===== src/rtl/sha1_arb_pkg.sv =====
// Shared types and constants for the two-requester SHA-1 core arbiter.
package sha1_arb_pkg;
   localparam int WORDS    = 16;
   localparam int TIMEOUT  = 255;
   localparam int DIGEST_W = 160;
   localparam int WORD_W   = 32;

   typedef enum logic [1:0] {
      S_IDLE    = 2'd0,
      S_STREAM  = 2'd1,
      S_WAIT    = 2'd2,
      S_DELIVER = 2'd3
   } state_e;
endpackage


===== src/rtl/sha1_arbiter_rr_pick2.sv =====
// Combinational two-way round-robin pick: on a tie the requester that did not own last wins.
module rr_pick2 (
   input  logic [1:0] req_i,
   input  logic       last_i,
   output logic [1:0] win_o
);
   always_comb begin
      win_o = req_i;
      if (req_i == 2'b11) begin
         win_o = last_i ? 2'b01 : 2'b10;
      end
   end
endmodule


===== src/rtl/sha1_arbiter.sv =====
// Shares one SHA-1 core between two block requesters: streams the owner's words,
// waits for a fresh digest-ready (with watchdog), then pulses done or error.
module sha1_arbiter
   import sha1_arb_pkg::*;
#(
   parameter int WORDS   = sha1_arb_pkg::WORDS,
   parameter int TIMEOUT = sha1_arb_pkg::TIMEOUT
) (
   input  logic                clk,
   input  logic                reset_n,
   input  logic [1:0]          req,
   input  logic [1:0]          vld,
   input  logic [WORD_W-1:0]   dat0,
   input  logic [WORD_W-1:0]   dat1,
   output logic [1:0]          grant,
   output logic                sha_initial,
   output logic                sha_valid,
   output logic [WORD_W-1:0]   sha_dat,
   input  logic                sha_ready,
   input  logic [DIGEST_W-1:0] sha_digest,
   output logic [DIGEST_W-1:0] digest,
   output logic [1:0]          done,
   output logic [1:0]          error
);
   state_e              state_q, state_d;
   logic [1:0]          grant_q, grant_d;
   logic                owner_q, owner_d;
   logic                last_q, last_d;
   logic [3:0]          cnt_q, cnt_d;
   logic [7:0]          wdog_q, wdog_d;
   logic                seen_low_q, seen_low_d;
   logic [DIGEST_W-1:0] digest_q, digest_d;
   logic [1:0]          win;
   logic [1:0]          owner_oh;
   logic                own_req;
   logic                own_vld;

   rr_pick2 u_pick (
      .req_i  (req),
      .last_i (last_q),
      .win_o  (win)
   );

   assign owner_oh = owner_q ? 2'b10 : 2'b01;
   assign own_req  = req[owner_q];
   assign own_vld  = vld[owner_q];
   assign grant    = grant_q;
   assign digest   = digest_q;

   always_comb begin
      state_d     = state_q;
      grant_d     = grant_q;
      owner_d     = owner_q;
      last_d      = last_q;
      cnt_d       = cnt_q;
      wdog_d      = wdog_q;
      seen_low_d  = seen_low_q;
      digest_d    = digest_q;
      sha_valid   = 1'b0;
      sha_initial = 1'b0;
      sha_dat     = owner_q ? dat1 : dat0;
      done        = 2'b00;
      error       = 2'b00;

      case (state_q)
         S_IDLE: begin
            if (|req) begin
               grant_d = win;
               owner_d = win[1];
               cnt_d   = '0;
               state_d = S_STREAM;
            end
         end
         S_STREAM: begin
            sha_valid   = own_vld;
            sha_initial = own_vld && (cnt_q == 4'd0);
            if (!own_req) begin
               state_d = S_IDLE;
               grant_d = 2'b00;
               last_d  = owner_q;
               cnt_d   = '0;
            end else if (own_vld) begin
               if (cnt_q == 4'(WORDS - 1)) begin
                  cnt_d      = '0;
                  wdog_d     = '0;
                  seen_low_d = 1'b0;
                  state_d    = S_WAIT;
               end else begin
                  cnt_d = cnt_q + 4'd1;
               end
            end
         end
         S_WAIT: begin
            // A ready already high on entry belongs to an earlier block; require a low first.
            if (!own_req) begin
               state_d    = S_IDLE;
               grant_d    = 2'b00;
               last_d     = owner_q;
               wdog_d     = '0;
               seen_low_d = 1'b0;
            end else if (seen_low_q && sha_ready) begin
               digest_d = sha_digest;
               state_d  = S_DELIVER;
            end else if (wdog_q == 8'(TIMEOUT)) begin
               error   = owner_oh;
               grant_d = 2'b00;
               last_d  = owner_q;
               wdog_d  = '0;
               state_d = S_IDLE;
            end else begin
               wdog_d = wdog_q + 8'd1;
               if (!sha_ready) begin
                  seen_low_d = 1'b1;
               end
            end
         end
         S_DELIVER: begin
            done       = owner_oh;
            grant_d    = 2'b00;
            last_d     = owner_q;
            seen_low_d = 1'b0;
            state_d    = S_IDLE;
         end
         default: begin
            state_d = S_IDLE;
            grant_d = 2'b00;
         end
      endcase

      if (!reset_n) begin
         sha_valid   = 1'b0;
         sha_initial = 1'b0;
         done        = 2'b00;
         error       = 2'b00;
      end
   end

   always_ff @(posedge clk) begin
      if (!reset_n) begin
         state_q    <= S_IDLE;
         grant_q    <= 2'b00;
         owner_q    <= 1'b0;
         last_q     <= 1'b1;
         cnt_q      <= '0;
         wdog_q     <= '0;
         seen_low_q <= 1'b0;
         digest_q   <= '0;
      end else begin
         state_q    <= state_d;
         grant_q    <= grant_d;
         owner_q    <= owner_d;
         last_q     <= last_d;
         cnt_q      <= cnt_d;
         wdog_q     <= wdog_d;
         seen_low_q <= seen_low_d;
         digest_q   <= digest_d;
      end
   end
endmodule


===== config.mk =====
export PLATFORM = sky130hd
export DESIGN_NAME = sha1_arbiter
export DESIGN_NICKNAME = d
export VERILOG_FILES = /design/src/rtl/sha1_arb_pkg.sv /design/src/rtl/sha1_arbiter_rr_pick2.sv /design/src/rtl/sha1_arbiter.sv
export SDC_FILE = /design/constraint.sdc
export NUM_CORES = 1
export LEC_CHECK = 0
export CORE_AREA = 3 3 165 167
export CTS_CLUSTER_DIAMETER = 100
export DETAILED_ROUTE_END_ITERATION = 6
export DIE_AREA = 0 0 168 170
export PLACE_DENSITY = 0.63
export SYNTH_ARGS = -nofsm -noshare
export SYNTH_HDL_FRONTEND = slang
export SYNTH_SLANG_ARGS = --single-unit

===== constraint.sdc =====
create_clock -name clk -period 2 [get_ports clk]
set_input_delay 0.5 -clock clk [delete_from_list [all_inputs] [get_ports clk]]
set_output_delay 0.5 -clock clk [all_outputs]
set_load 0.02 [all_outputs]

==> results by group <==
Detailed routing
  • Via count: 7808
  • Number of routed nets with antenna violations: 0
  • Violation count after the first detailed-route iteration: 482
  • Final wirelength: 27.5 mm
  • Drt drc: 0
  • Drt pass-1 iters: 6
  • Detail-routed net length per standard cell: 16.1 um
  • Per-cell via count in the routed design: 4.57

Cells and area
  • Count of inserted antenna diode cells: 0
  • Fraction of final layout cells with drive strength greater than 1: 0.156
  • Net count, final: 1594
  • Filler Cells Inserted: 2436
  • Post-synthesis to final-layout area growth: 87.7%
  • Post-route core utilization: 0.512
  • Final Instance Count excl. Fillers: 1708

Flow run
  • Number of max-cap violations: 0

Worst setup path
  • Data arrival time at the worst-slack endpoint: 1.62 ns
  • Instance count on the critical path: 6
  • Capturing element type of the critical path: output pin
  • Critical Path Slowest Stage Cell: clkdlybuf4s50_1
  • Data required, critical path: 1.50 ns
  • R2R cell count: 7
  • Critical path launch point type: input port
  • Critical path buffers and inverters: 2
  • Worst reg2reg path startpoint: owner_q
  • Cell family with the largest share of critical-path delay: buffers and inverters
  • Slack of the worst reg-to-reg path: 0.03 ns
  • Highest fanout seen on the critical path: 2
  • Setup crit start: req[1]
  • Startpoint-to-endpoint class of the critical path: in -> out
  • Capture point of the worst path: error[1]
  • Cells along the critical path: clkdlybuf4s50_1 > mux2i_2 > nor2_2 > nand2b_4 > nor2_4 > buf_6
  • Slowest stage delay, CP: 0.51 ns
  • Endpoint of the worst-slack reg-to-reg timing path: wdog_q[7]

Pwr
  • Static power due to leakage: 4.73 nW
  • Worst VDD drop: 0.000381 V
  • Areal power density over the cells: 616 nW/um^2

Logic synthesis
  • Compound-gate portion of the synthesized area: 0.160
  • Commonest cells in the netlist: 334 x nand2_1, 179 x dfxtp_1, 171 x a21oi_1
  • #FFs+latches synth: 179
  • Main flop type after synthesis: dfxtp_1
  • Adder-cell share of the synthesized area: 0.00532
  • Cell area after synthesis: 7060 um^2
  • Portion of netlist area occupied by mux cells: 0.0571
  • Synth top area cells: dfxtp_1 51%, nand2_1 18%, a21oi_1 12%
  • Sequential-to-total area share from yosys stat: 0.507
  • Netlist cell types: 47
  • Share of synthesized flip-flops with an asynchronous set or reset: 0
  • Synth Net Count: 1123
  • Share of the synthesized area in the top cell type: 0.507
  • Number of synthesized flops with an enable pin: 0
  • Most repeated cell in the gate-level netlist after synthesis: nand2_1
  • Yosys warns: 0
  • Dominant combinational cell family by area after synthesis: simple AND/OR/NAND/NOR gates
  • Fraction of the mapped netlist area in simple logic gates: 0.227
  • Post-synthesis average cell area: 7.94 um^2
  • Top cell type by total area after synthesis: dfxtp_1
  • Count of mapped cells out of synthesis: 889
  • XOR/XNOR share of the synthesized area: 0

Timing
  • Number of max-slew violations in the final report: 0
  • Clk_skew: 0.0148 ns
  • Unrepaired setup endpoints after global routing: yes
  • Sum Neg Setup Slack: -2.31 ns
  • Final hold violation count: 0
  • Actual slew at the worst max-slew pin: 0.642 ns
  • Min Clock Period, post-route: 2.12 ns
  • Top achievable clock speed: 472 MHz
  • Portion of the clock cycle consumed by the worst path in the final layout: 1.06
  • Worst-case setup margin in the final layout: -0.119 ns
  • Final setup fails: 36
  • Rel. slew slack: 0.572

CTS
  • Clock latency at the later pin of the worst-skew pair: 0.42 ns
  • Clock tree from TritonCTS: built
  • Clock H-tree levels: 4
  • Number of buffers created by CTS: 17
  • CTS sink count: 179
  • Clock Path Buffers: 2
  • Root buffer cell: clkbuf_16
  • Clock-pin transition on the worst setup and hold timing paths: 0.07 ns

Placement
  • Post-placement setup slack: -0.665 ns
  • IO Port Bufs: 430
  • Placer Congestion: 0.852
  • Cell total after placement: 1666
  • Detailed placement HPWL: 20.5 mm

Floorplanning
  • Chip Width: 168 um
  • Initial Utilization: 0.273
  • Std-Cell Core Area: 25900 um^2
  • Std cell rows: 59
  • Vert. Die Dim: 170 um
  • Die Outline Area: 28600 um^2
  • I/O pin count: 431

Global routing
  • Remaining global-route overflow: 0
  • Number of global-route vias before repair: 7580
  • Overall track demand over capacity in global routing: 0.182
  • Largest net degree at the start of global routing: 60
  • Global-route wire length before repair: 41.8 mm
  • Initial antenna violation count: 0

Status
  • Failing checks: negative setup slack
  • Outcome: complete, but fails checks

Hold path
  • Type of the tightest min-delay check: reg -> reg
==> stage by stage <==
stage	power [mW]	area [um^2]	hold slack, ns
after floorplan	4.03	7080	0.462
after global placement	4.75	12300	0.440
after detailed placement	4.76	12300	0.446
after CTS	8.22	13100	0.456
after global routing	8.52	13300	0.473
final	8.16	13300	0.453
==> sequential cells by signal, summed over array words and instances, names as in the netlist <==
name,cells
cnt_q,4
digest,160
grant,2
last_q,1
owner_q,1
seen_low_q,1
state_q,2
wdog_q,8
==> cells in the final DEF, fill, tap and decap left out, types with 9 or more instances in the layout <==
| cell | n |
|---|---|
| mux2_2 | 10 |
| clkdlybuf4s50_1 | 388 |
| buf_2 | 9 |
| dfxtp_1 | 176 |
| buf_12 | 17 |
| mux2_4 | 24 |
| buf_4 | 62 |
| clkbuf_16 | 19 |
| nand2_1 | 333 |
| nor2_1 | 9 |
| a21oi_1 | 171 |
| buf_6 | 31 |
==> power breakdown <==
part / internal, mW / leakage, nW / switching [mW]
Combinational: 0.761 / 3.01 / 0.459
Sequential: 3.58 / 1.44 / 0.0135
Clock: 1.68 / 0.285 / 1.67
==> area by class of cell <==
cell class | instances | area, um^2 | area share
flip-flops and latches | 179 | 3590 | 0.271
inverters | 7 | 28.8 | 0.00217
repair buffers | 517 | 5260 | 0.397
multi-input cells | 638 | 3380 | 0.255
well taps | 335 | 419 | 0.0316
clock buffers | 17 | 425 | 0.0321
clock inverters | 15 | 156 | 0.0118
==> worst min-delay path, stage by stage (launching register included) <==
cell and delay, ns:
dfxtp_1 0.31, nand2_1 0.05, a21oi_1 0.05
==> per-layer routing <==
metal	up-vias	share of wire	track usage	wire, um
met2	289	0.47	0.297	13000
met1	3590	0.43	0.232	11900
met5	-	0	0	0
met3	25	0.082	0.0585	2250
met4	0	0.017	0.0534	459
li1	3904	-	-	-
==> how the worst min path moves through the flow <==
| stage | depth (start not counted) | slack, ns | from | end |
|---|---|---|---|---|
| finish | 2 | 0.45 | digest[93] | digest[93] |
| global route | 2 | 0.47 | digest[148] | digest[148] |
| CTS | 2 | 0.46 | digest[75] | digest[75] |
| detailed placement | 2 | 0.45 | digest[57] | digest[57] |
| global placement | 2 | 0.44 | digest[36] | digest[36] |
| floorplan | 2 | 0.46 | wdog_q[3] | wdog_q[3] |
==> kinds of logic (layout without fill, tap and decap cells) <==
group / count (synthesis) / after routing
multiplexers: 36 / 36
adder cells (fa/ha/maj): 3 / 3
flip-flops: 179 / 179
buffers and inverters: 72 / 556
AND/OR/NAND/NOR: 392 / 392
AO/OA/AOI/OAI: 207 / 207
==> timing repair <==
action / 4_1_cts / 5_1_grt
cloned: 2 / 2
buffers inserted: 4 / 2
hold buffers: 0 / 0
endpoints found under the setup margin: 42 / 47
gates resized for setup: 233 / 30
pin swaps: 4 / 1
(Power assumes the default switching activity.)
